`config.mk`:
```
export PLATFORM = sky130hd
export DESIGN_NAME = neg_thres_ctrl
export DESIGN_NICKNAME = d
export VERILOG_FILES = /design/src/rtl/sauria_neg_pkg.sv /design/src/rtl/popcount_tree.sv /design/src/rtl/neg_thres_ctrl.sv
export SDC_FILE = /design/constraint.sdc
export NUM_CORES = 1
export LEC_CHECK = 0
export BUFFER_PORTS_ARGS = -buffer_cell sky130_fd_sc_hd__buf_2
export CORE_UTILIZATION = 49
export DETAILED_ROUTE_END_ITERATION = 10
export PLACE_DENSITY_LB_ADDON = 0.2
export RECOVER_POWER = 25
export SLEW_MARGIN = 10
export SYNTH_ARGS = -nofsm -noshare
export SYNTH_HDL_FRONTEND = slang
export SYNTH_HIERARCHICAL = 1
export SYNTH_SLANG_ARGS = --single-unit
```
`constraint.sdc`:
```
create_clock -name i_clk -period 19.8 [get_ports i_clk]
set_input_delay 3.96 -clock i_clk [delete_from_list [all_inputs] [get_ports i_clk]]
set_output_delay 3.96 -clock i_clk [all_outputs]
set_load 0.05 [all_outputs]
```
`src/rtl/sauria_neg_pkg.sv`:
```
// Types and constants shared by the negligence-threshold controller and the
// per-PE zero/negligence detectors.
package sauria_neg_pkg;

    typedef enum logic [1:0] {
        IDLE  = 2'd0,
        ACCUM = 2'd1,
        EVAL  = 2'd2
    } neg_ctrl_state_t;

    localparam int RATIO_ONE = 256;
    localparam int TH_W_DEF  = 2;

endpackage

```
`src/rtl/popcount_tree.sv`:
```
// Combinational population count built as a balanced binary adder tree.
module popcount_tree #(
    parameter int N_PE = 16
) (
    input  logic [N_PE-1:0]             i_bits,
    output logic [$clog2(N_PE+1)-1:0]   o_cnt
);

    localparam int CNT_W = $clog2(N_PE + 1);

    generate
        if (N_PE == 1) begin : g_leaf
            assign o_cnt = i_bits;
        end else begin : g_split
            localparam int LO_N = N_PE / 2;
            localparam int HI_N = N_PE - LO_N;

            logic [$clog2(LO_N+1)-1:0] lo_cnt;
            logic [$clog2(HI_N+1)-1:0] hi_cnt;

            popcount_tree #(.N_PE(LO_N)) u_lo (
                .i_bits (i_bits[LO_N-1:0]),
                .o_cnt  (lo_cnt)
            );

            popcount_tree #(.N_PE(HI_N)) u_hi (
                .i_bits (i_bits[N_PE-1:LO_N]),
                .o_cnt  (hi_cnt)
            );

            assign o_cnt = CNT_W'(lo_cnt) + CNT_W'(hi_cnt);
        end
    endgenerate

endmodule

```
`src/rtl/neg_thres_ctrl.sv`:
```
// Closed-loop controller that steps the shared negligence threshold once per
// window so the measured skip ratio tracks a software target.
module neg_thres_ctrl
    import sauria_neg_pkg::*;
#(
    parameter int N_PE  = 16,
    parameter int TH_W  = TH_W_DEF,
    parameter int WIN_W = 10,
    parameter int HYST  = 8
) (
    input  logic                                i_clk,
    input  logic                                i_rst,
    input  logic                                i_en,
    input  logic                                i_auto,
    input  logic [TH_W-1:0]                     i_thres_manual,
    input  logic [TH_W-1:0]                     i_thres_max,
    input  logic [7:0]                          i_target,
    input  logic [WIN_W-1:0]                    i_win_len,
    input  logic                                i_valid,
    input  logic [N_PE-1:0]                     i_zero_det,
    output logic [TH_W-1:0]                     o_thres,
    output logic                                o_win_done,
    output logic [WIN_W+$clog2(N_PE+1)-1:0]     o_skip_cnt,
    output logic                                o_busy
);

    localparam int CNT_W       = $clog2(N_PE + 1);
    localparam int SKIP_W      = WIN_W + CNT_W;
    localparam int PROD_W      = SKIP_W + 9;
    localparam int RATIO_SHIFT = $clog2(RATIO_ONE);

    function automatic logic [TH_W-1:0] th_min(input logic [TH_W-1:0] a,
                                               input logic [TH_W-1:0] b);
        return (a < b) ? a : b;
    endfunction

    function automatic logic [TH_W-1:0] th_sat_inc(input logic [TH_W-1:0] a,
                                                   input logic [TH_W-1:0] lim);
        return (a >= lim) ? lim : a + TH_W'(1);
    endfunction

    function automatic logic [TH_W-1:0] th_sat_dec(input logic [TH_W-1:0] a);
        return (a == '0) ? '0 : a - TH_W'(1);
    endfunction

    neg_ctrl_state_t    state_q, state_d;
    logic [WIN_W-1:0]   win_cnt_q, win_cnt_d;
    logic [SKIP_W-1:0]  skip_acc_q, skip_acc_d;
    logic [SKIP_W-1:0]  skip_cnt_q, skip_cnt_d;
    logic [TH_W-1:0]    thres_q, thres_d;
    logic               win_done_q, win_done_d;

    logic [CNT_W-1:0]   pop_cnt;
    logic [WIN_W-1:0]   win_eff;
    logic               win_last;
    logic [7:0]         t_lo, t_hi;
    logic [8:0]         t_sum;
    logic [PROD_W-1:0]  total, lhs, lo_bound, hi_bound;

    popcount_tree #(.N_PE(N_PE)) u_popcount (
        .i_bits (i_zero_det),
        .o_cnt  (pop_cnt)
    );

    // Window length 0 behaves as 1; bounds are exact products, never truncated.
    assign win_eff  = (i_win_len == '0) ? WIN_W'(1) : i_win_len;
    assign win_last = (win_cnt_q == win_eff - WIN_W'(1));
    assign t_sum    = {1'b0, i_target} + 9'(HYST);
    assign t_lo     = (i_target > 8'(HYST)) ? i_target - 8'(HYST) : 8'd0;
    assign t_hi     = (t_sum > 9'd255) ? 8'hFF : t_sum[7:0];
    assign total    = PROD_W'(win_eff) * PROD_W'(N_PE);
    assign lhs      = PROD_W'(skip_acc_q) << RATIO_SHIFT;
    assign lo_bound = PROD_W'(t_lo) * total;
    assign hi_bound = PROD_W'(t_hi) * total;

    always_comb begin
        state_d    = state_q;
        win_cnt_d  = win_cnt_q;
        skip_acc_d = skip_acc_q;
        skip_cnt_d = skip_cnt_q;
        thres_d    = thres_q;
        win_done_d = (state_q == EVAL);

        case (state_q)
            IDLE: begin
                win_cnt_d  = '0;
                skip_acc_d = '0;
                if (i_auto) thres_d = th_min(thres_q, i_thres_max);
                if (i_en) state_d = ACCUM;
            end
            ACCUM: begin
                if (!i_en) begin
                    state_d    = IDLE;
                    win_cnt_d  = '0;
                    skip_acc_d = '0;
                end else if (i_valid) begin
                    skip_acc_d = skip_acc_q + SKIP_W'(pop_cnt);
                    win_cnt_d  = win_cnt_q + WIN_W'(1);
                    if (win_last) state_d = EVAL;
                end
            end
            EVAL: begin
                skip_cnt_d = skip_acc_q;
                win_cnt_d  = '0;
                skip_acc_d = '0;
                state_d    = i_en ? ACCUM : IDLE;
                if (i_auto) begin
                    if (lhs < lo_bound)
                        thres_d = th_sat_inc(thres_q, i_thres_max);
                    else if (lhs > hi_bound)
                        thres_d = th_min(th_sat_dec(thres_q), i_thres_max);
                    else
                        thres_d = th_min(thres_q, i_thres_max);
                end
            end
            default: state_d = IDLE;
        endcase

        // Manual mode overrides the threshold in every state.
        if (!i_auto) thres_d = i_thres_manual;
    end

    always_ff @(posedge i_clk) begin
        if (i_rst) begin
            state_q    <= IDLE;
            win_cnt_q  <= '0;
            skip_acc_q <= '0;
            skip_cnt_q <= '0;
            thres_q    <= '0;
            win_done_q <= 1'b0;
        end else begin
            state_q    <= state_d;
            win_cnt_q  <= win_cnt_d;
            skip_acc_q <= skip_acc_d;
            skip_cnt_q <= skip_cnt_d;
            thres_q    <= thres_d;
            win_done_q <= win_done_d;
        end
    end

    assign o_thres    = thres_q;
    assign o_win_done = win_done_q;
    assign o_skip_cnt = skip_cnt_q;
    assign o_busy     = (state_q != IDLE);

endmodule

```
==> run metrics <==
root buffer cell=clkbuf_16; failing checks=capacitance limit, slew limit; Synth Area per Inst=8.287 um2; most frequent cells in the layout=inv_1, ha_1, nand2_1; Setup crit end kind=register; Cells after Synth=1127; Synth warnings=6; WP data arrival=11.51 ns; Buf/Inv on CP=5; Overflow after GRT=0; Iter 0 DRT Violations=328; Max FO, Critical Path=12; largest cells by area after synthesis=fa_1, ha_1, dfxtp_1, inv_1, nand2_1; commonest register cell after synthesis=dfxtp_1; clk sinks=45; WS Path Type=input pin to register; Final ANT Viol Nets=0; routed length per instance=16.28 um; Clock Latency Late Sink=0.29 ns; outcome=complete, but fails checks; clk buf depth=2; min cycle time layout=11.33 ns; Net Count, Synth=1417; CTS H-tree lvls=2; largest net degree at the start of global routing=45; CP max-delay cell=a2111oi_0; worst slew pin tran=1.988 ns; final setup margin=8.467 ns; via count=7653; number of flops mapped to enable cells by yosys=0; Hold Crit Class=register to register; top cell type's share of synthesized area=22.29%; maximum operating frequency=0.08824 GHz; initial antenna violation count=0; final number of hold-violating endpoints=0; Antenna diodes=0; Startpoint Class=input pin; synth unique cells=69; Final Power=0.0009410 W; CP top delay family=adder cells; TritonCTS Buffers=5; DR pass1 iterations=5; max-slew violations=45; Area Overhead vs Synth=5.145%; maxcap violations=1; nets=1433; Critical Path Max Stage Delay=0.61 ns; cell row count=50; hpwl dp=17460 um; PostCTS Resize Cnt=0; Core Region=18710 um2; number of filler cells placed in the layout=1843; PortBufs=61; final core utilization=52.50%; Mapped Area=9339 um2; postcts setup bufs=0; Die H=140.1 um; static leakage=4.888 nW; #FFs+latches synth=45; Die W=140.1 um; clk_skew=0.007184 ns; DP Area=9673 um2; worst path required time=19.98 ns; FFs w/ async S/R, synth=0%; final setup vio count=0; dominant cell type by area after synthesis=fa_1; unrepaired setup endpoints after global routing=false; io pins=62; setup TNS=0 ns; internal power component=0.0004717 W; Clock power frac=8.9%; register area share after synthesis=9.646%; layout cells sized above 1=7.605%; Sw Share=49.87%; pwr/cell area=95.83 nW/um2; Hold-fix buffers, CTS=0; pre-CTS setup slack=8.169 ns; Clock transition at path regs=0.07 ns; crit share post-route=57.24%; commonest non-fill, non-tap cell in the layout=inv_1; GRT Total Usage=24.00%; full die area=19620 um2; Residual DRC=0; vias in the first global route=7667; Reg power frac=10.1%; drt total wl=22440 um; combinational fraction of design power=81.1%; first-pass GRT wire length=37880 um; Psw=0.0004692 W; starting density of the core=49.93%; max_slew headroom=-32.53%; via-per-instance ratio=5.554; CTS tree=done; Max IR drop VDD=44.19 uV; final instance area=9819 um2; gpl congestion=0.8670
[metrics by stage]
step | cells | hold slack (ns)
6_report | 1378 | 0.4506
3_3_place_gp | 1370 | 0.4410
3_5_place_dp | 1370 | 0.4450
4_1_cts | 1378 | 0.4545
2_1_floorplan | 1127 | 0.4815
5_1_grt | 1378 | 0.4737
[logic make-up after synthesis]
kind of cell | count (synthesis) | share of synthesized area (%)
compound gates | 179 | 12.78
xor+xnor | 54 | 5.064
fa+ha+maj | 247 | 41.45
buf+inv | 215 | 9.459
flops | 45 | 9.646
mux | 3 | 0.3216
simple gates | 384 | 21.28
[cell usage after synthesis, types with 5 or more instances]
| cell | instances |
|---|---|
| nand2_1 | 111 |
| inv_1 | 160 |
| a21oi_1 | 60 |
| clkbuf_1 | 35 |
| and2_1 | 47 |
| nor4_1 | 6 |
| o21ai_0 | 26 |
| nor3_1 | 20 |
| xor2_1 | 21 |
| and3_1 | 22 |
| xnor2_1 | 33 |
| a21o_1 | 14 |
| nor2_1 | 78 |
| nand3_1 | 15 |
| dfxtp_1 | 45 |
| a22oi_1 | 6 |
| o21bai_1 | 6 |
| nor3b_1 | 6 |
| nand4_1 | 6 |
| buf_4 | 16 |
| o21a_1 | 12 |
| ha_1 | 143 |
| o211ai_1 | 5 |
| fa_1 | 104 |
| a31oi_1 | 5 |
| nand2b_1 | 11 |
| nor2b_1 | 35 |
[power groups by stage]
stage | clock network (W) | logic [W] | registers (W)
2_1_floorplan | 0 | 0.000607 | 0.0000968
3_3_place_gp | 0 | 0.000753 | 0.0000968
3_5_place_dp | 0 | 0.000766 | 0.0000967
4_1_cts | 0.0000847 | 0.000773 | 0.0000946
5_1_grt | 0.0000890 | 0.000882 | 0.0000949
6_report | 0.0000835 | 0.000763 | 0.0000947
[metal layers]
metal  GRT usage, %  wire (um)
met5              0          0
met4          4.627        320
met3          1.675        822
met2          41.95      10970
met1          32.67      10320
[area by class of cell]
cell class                 instances  area, um2  share of cell area (%)
multi-input combinational        867       7555                   76.94
clock inverter                     3      22.52                  0.2294
clock buffer                       5      125.1                   1.274
timing repair buffer              63      319.1                   3.249
inverter                         161      604.3                   6.154
sequential                        45      900.9                   9.174
tap                              234      292.8                   2.982
[state kept, by name, summed over array words and instances, names as in the netlist]
signal,count
o_skip_cnt,15
skip_acc_q,15
win_cnt_q,10
o_thres,2
state_q,2
o_win_done,1
[tightest hold or removal path: stages, from the launching register on]
cell and delay (ns):
dfxtp_1 0.31, nand2_1 0.05, a21oi_1 0.05
[path summary, 6_finish.rpt]
check	startpoint	endpoint	slack [ns]	depth (start not counted)
hold / removal	o_skip_cnt[8]	o_skip_cnt[8]	0.45	2
setup reg to reg	skip_acc_q[4]	o_thres[0]	17.04	7
hold reg to reg	o_skip_cnt[8]	o_skip_cnt[8]	0.45	2
setup / recovery	i_target[3]	o_thres[0]	8.47	30
Note: power is estimated with default switching activity, not from simulation.
